File: config.mk
export PLATFORM = sky130hd
export DESIGN_NAME = c4b
export DESIGN_NICKNAME = d
export VERILOG_FILES = /design/src/rtl/c4b_pkg.sv /design/src/rtl/c4b_tff.sv /design/src/rtl/c4b.sv
export SDC_FILE = /design/constraint.sdc
export NUM_CORES = 1
export LEC_CHECK = 0
export BUFFER_PORTS_ARGS = -buffer_cell sky130_fd_sc_hd__buf_4
export CAP_MARGIN = 20
export CORE_AREA = 4 4 41 43
export CTS_CLUSTER_DIAMETER = 50
export DETAILED_ROUTE_END_ITERATION = 6
export DIE_AREA = 0 0 45 47
export PLACE_DENSITY = 0.3
export SYNTH_ARGS = -nofsm -noshare
export SYNTH_HDL_FRONTEND = slang
export SYNTH_SLANG_ARGS = --single-unit
File: constraint.sdc
create_clock -name clk -period 1.2 [get_ports clk]
set_clock_uncertainty 0.1 [all_clocks]
set_input_delay 0.12 -clock clk [delete_from_list [all_inputs] [get_ports clk]]
set_output_delay 0.12 -clock clk [all_outputs]
set_load 0.03 [all_outputs]
File: src/rtl/c4b_pkg.sv
// Shared constants for the c4b up-counter and the benches that exercise it.
package c4b_pkg;

    localparam int         C4B_WIDTH = 4;
    localparam logic [3:0] C4B_MAX   = 4'hF;

endpackage

File: src/rtl/c4b_tff.sv
// T flip-flop with asynchronous active-low clear; toggles on rising clk when t is high.
module c4b_tff (
    input  logic clk,
    input  logic reset,
    input  logic t,
    output logic q
);

    logic q_reg;

    always_ff @(posedge clk or negedge reset) begin
        if (!reset) begin
            q_reg <= 1'b0;
        end else if (t) begin
            q_reg <= ~q_reg;
        end
    end

    assign q = q_reg;

endmodule

File: src/rtl/c4b.sv
// Synchronous binary up-counter with count enable, built from a chain of T flip-flops.
module c4b
    import c4b_pkg::*;
#(
    parameter int WIDTH = C4B_WIDTH
) (
    output logic [WIDTH-1:0] q,
    input  logic             en,
    input  logic             reset,
    input  logic             clk
);

    logic [WIDTH-1:0] t;
    logic [WIDTH-1:0] q_reg;

    // Bit i toggles only when every lower bit is 1, so all bits flip on the same edge.
    generate
        for (genvar gi = 0; gi < WIDTH; gi++) begin : g_bit
            if (gi == 0) begin : g_lsb
                assign t[gi] = en;
            end else begin : g_upper
                assign t[gi] = en & (&q_reg[gi-1:0]);
            end

            c4b_tff u_tff (
                .clk   (clk),
                .reset (reset),
                .t     (t[gi]),
                .q     (q_reg[gi])
            );
        end
    endgenerate

    assign q = q_reg;

endmodule

==> results.sh <==
export IMPL_status="completed"
export IMPL_die_x_um=45
export IMPL_grt_max_degree=6
export IMPL_grt_pass1_wl_um=510
export IMPL_cp_max_fo=5
export IMPL_endpoint_kind="output port"
export IMPL_final_cell_area_um2=256
export IMPL_tritoncts="yes"
export IMPL_crit_slowest_cell="dfrtp_1"
export IMPL_period_share_pct=88.3
export IMPL_area_delta_synth_final_pct=42.4
export IMPL_wire_per_inst_um=8.43
export IMPL_fmax_ghz=0.943
export IMPL_clockBufferDepth=2
export IMPL_cap_viol_max_count=0
export IMPL_p_leak_nw=0.114
export IMPL_worstMarginPinSlew_ps=169
export IMPL_synth_edf_count=0
export IMPL_grtUsageMet2_pct=4.52
export IMPL_antenna_left=0
export IMPL_synthTopCellsByCount="buf_4, dfrtp_1, xnor2_1"
export IMPL_drt_wl_total_um=312
export IMPL_crit_family="flip-flops"
export IMPL_synthXorXnorAreaFrac_pct=19.4
export IMPL_ys_top_cells_by_area="dfrtp_1, buf_4, xnor2_1"
export IMPL_synth_seq_cells=4
export IMPL_syn_num_nets=18
export IMPL_synth_avg_cell_area_um2=12.0
export IMPL_port_buffer_count=6
export IMPL_post_cts_buffers=0
export IMPL_slew_headroom_pct=88.7
export IMPL_numClockSinks=4
export IMPL_dpl_cell_area_um2=214
export IMPL_period_needed_ps=1060
export IMPL_drt_iter0_drc=2
export IMPL_fin_nets=27
export IMPL_synth_fa_ha_area_share_pct=0
export IMPL_clock_root_buffer="clkbuf_4"
export IMPL_yosysSeqAreaShare_pct=55.6
export IMPL_largest_reg_flops=4
export IMPL_grt_total_usage_pct=4.35
export IMPL_setup_tns_ps=0
export IMPL_critPathBufInv=1
export IMPL_crit_chain="buf_4"
export IMPL_yosysWarnings=0
export IMPL_route_detailed_drc=0
export IMPL_via_per_inst=3.35
export IMPL_use_met3_pct=6.90
export IMPL_required_ps=980
export IMPL_vdd_ir_drop_max_v=0.000806
export IMPL_cts_buffers=3
export IMPL_clk_pin_slew_worst_paths_ps=40
export IMPL_stdcell_count=37
export IMPL_drive_gt1_share_pct=40.9
export IMPL_synthArstFlopShare_pct=100
export IMPL_rsz0062_at_grt="false"
export IMPL_slowest_delay_ps=420
export IMPL_worst_setup_path_start_kind="flop"
export IMPL_gp_congestion=0.755
export IMPL_grt_pass1_vias=117
export IMPL_firstDrtPassIters=4
export IMPL_netlist_area_leader_share_pct=55.6
export IMPL_htree_levels=1
export IMPL_synth_top_family_by_area="XOR/XNOR gates"
export IMPL_dr_total_vias=124
export IMPL_finalSetupViolations=0
export IMPL_antenna_found_initial=0
export IMPL_yosys_mux_area_fraction_pct=0
export IMPL_synth_compound_area_share_pct=0
export IMPL_hold_viol_final=0
export IMPL_synthCells=15
export IMPL_ctsResizeCount=0
export IMPL_synth_cell_types=7
export IMPL_die_y_um=47
export IMPL_fp_row_count=13
export IMPL_syn_cell_area_um2=180
export IMPL_setup_worst_path_class="flop to output port"
export IMPL_use_met1_pct=4.11
export IMPL_slew_viol_final=0
export IMPL_clock_latency_ps=230
export IMPL_cp_arrival_ps=840
export IMPL_synth_flop_cell="dfrtp_1"
export IMPL_powerDensity_nw_per_um2=3130
export IMPL_io_pins=7
export IMPL_start_util_pct=13.8
export IMPL_hp_class="input pin to async pin"
export IMPL_antenna_cells=0
export IMPL_r2r_setup_slack_ps=290
export IMPL_busiest_layer="met3"
export IMPL_yosysTopAreaCell="dfrtp_1"
export IMPL_die_area_um2=2120
export IMPL_place_inst=32
export IMPL_overflow=0
export IMPL_synthSimpleGateAreaFrac_pct=8.33
export IMPL_fp_coreArea_um2=1300
cells in the final DEF, fill, tap and decap left out:
| cell | netlist | routed |
|---|---|---|
| nand3_1 | 1 | 1 |
| buf_4 | 4 | 6 |
| xnor2_1 | 3 | 3 |
| nand4_1 | 1 | 1 |
| nand2_1 | 1 | 1 |
| xor2_1 | 1 | 1 |
| dlygate4sd3_1 | 0 | 2 |
| dfrtp_1 | 4 | 4 |
| clkbuf_4 | 0 | 3 |
power breakdown:
part / internal [mW] / switching [mW] / total [mW]
combinational: 0.154 / 0.201 / 0.355
sequential: 0.208 / 0.0751 / 0.283
clock: 0.112 / 0.0528 / 0.165
worst paths after layout:
check | from | end | cells past startpoint
min | reset | g_bit[3].u_tff.q$_DFFE_PN0P_ | 2
min in group clk | g_bit[3].u_tff.q$_DFFE_PN0P_ | g_bit[3].u_tff.q$_DFFE_PN0P_ | 1
max reg2reg | g_bit[0].u_tff.q$_DFFE_PN0P_ | g_bit[3].u_tff.q$_DFFE_PN0P_ | 2
min reg2reg | g_bit[3].u_tff.q$_DFFE_PN0P_ | g_bit[3].u_tff.q$_DFFE_PN0P_ | 1
max | g_bit[0].u_tff.q$_DFFE_PN0P_ | q[0] | 1
max in group asynchronous | reset | g_bit[0].u_tff.q$_DFFE_PN0P_ | 2
layer usage:
| metal | part of all wire, % | up-vias |
|---|---|---|
| met2 | 36 | 9 |
| li1 | - | 59 |
| met5 | 0 | - |
| met1 | 41 | 56 |
| met4 | 0 | 0 |
| met3 | 22 | 0 |
final cells by class:
class	count	area, um^2
multi-input combinational	7	50.0
fill	148	1040
timing repair buffer	8	65.1
clock buffer	3	22.5
tap	15	18.8
sequential	4	100
metrics by stage:
step	power (mW)	setup WS, ps	hold WS (ps)	utilization, %
4_1_cts	0.821	129	122	19.7
3_3_place_gp	0.643	309	-180	16.4
6_report	0.803	140	123	19.7
5_1_grt	0.856	111	124	19.7
3_5_place_dp	0.642	288	-179	16.4
2_1_floorplan	0.600	354	-276	-
cells by family (layout without fill, tap and decap cells):
logic type,after synthesis,in the layout
xor+xnor,4,4
buf+inv,4,11
flops,4,4
simple gates,3,3
repair_timing:
action                                 4_1_cts  5_1_grt
hold buffers                                 2        0
endpoints found under the hold margin        5        0
setup endpoints to repair                    0        0
(Power assumes the default switching activity.)
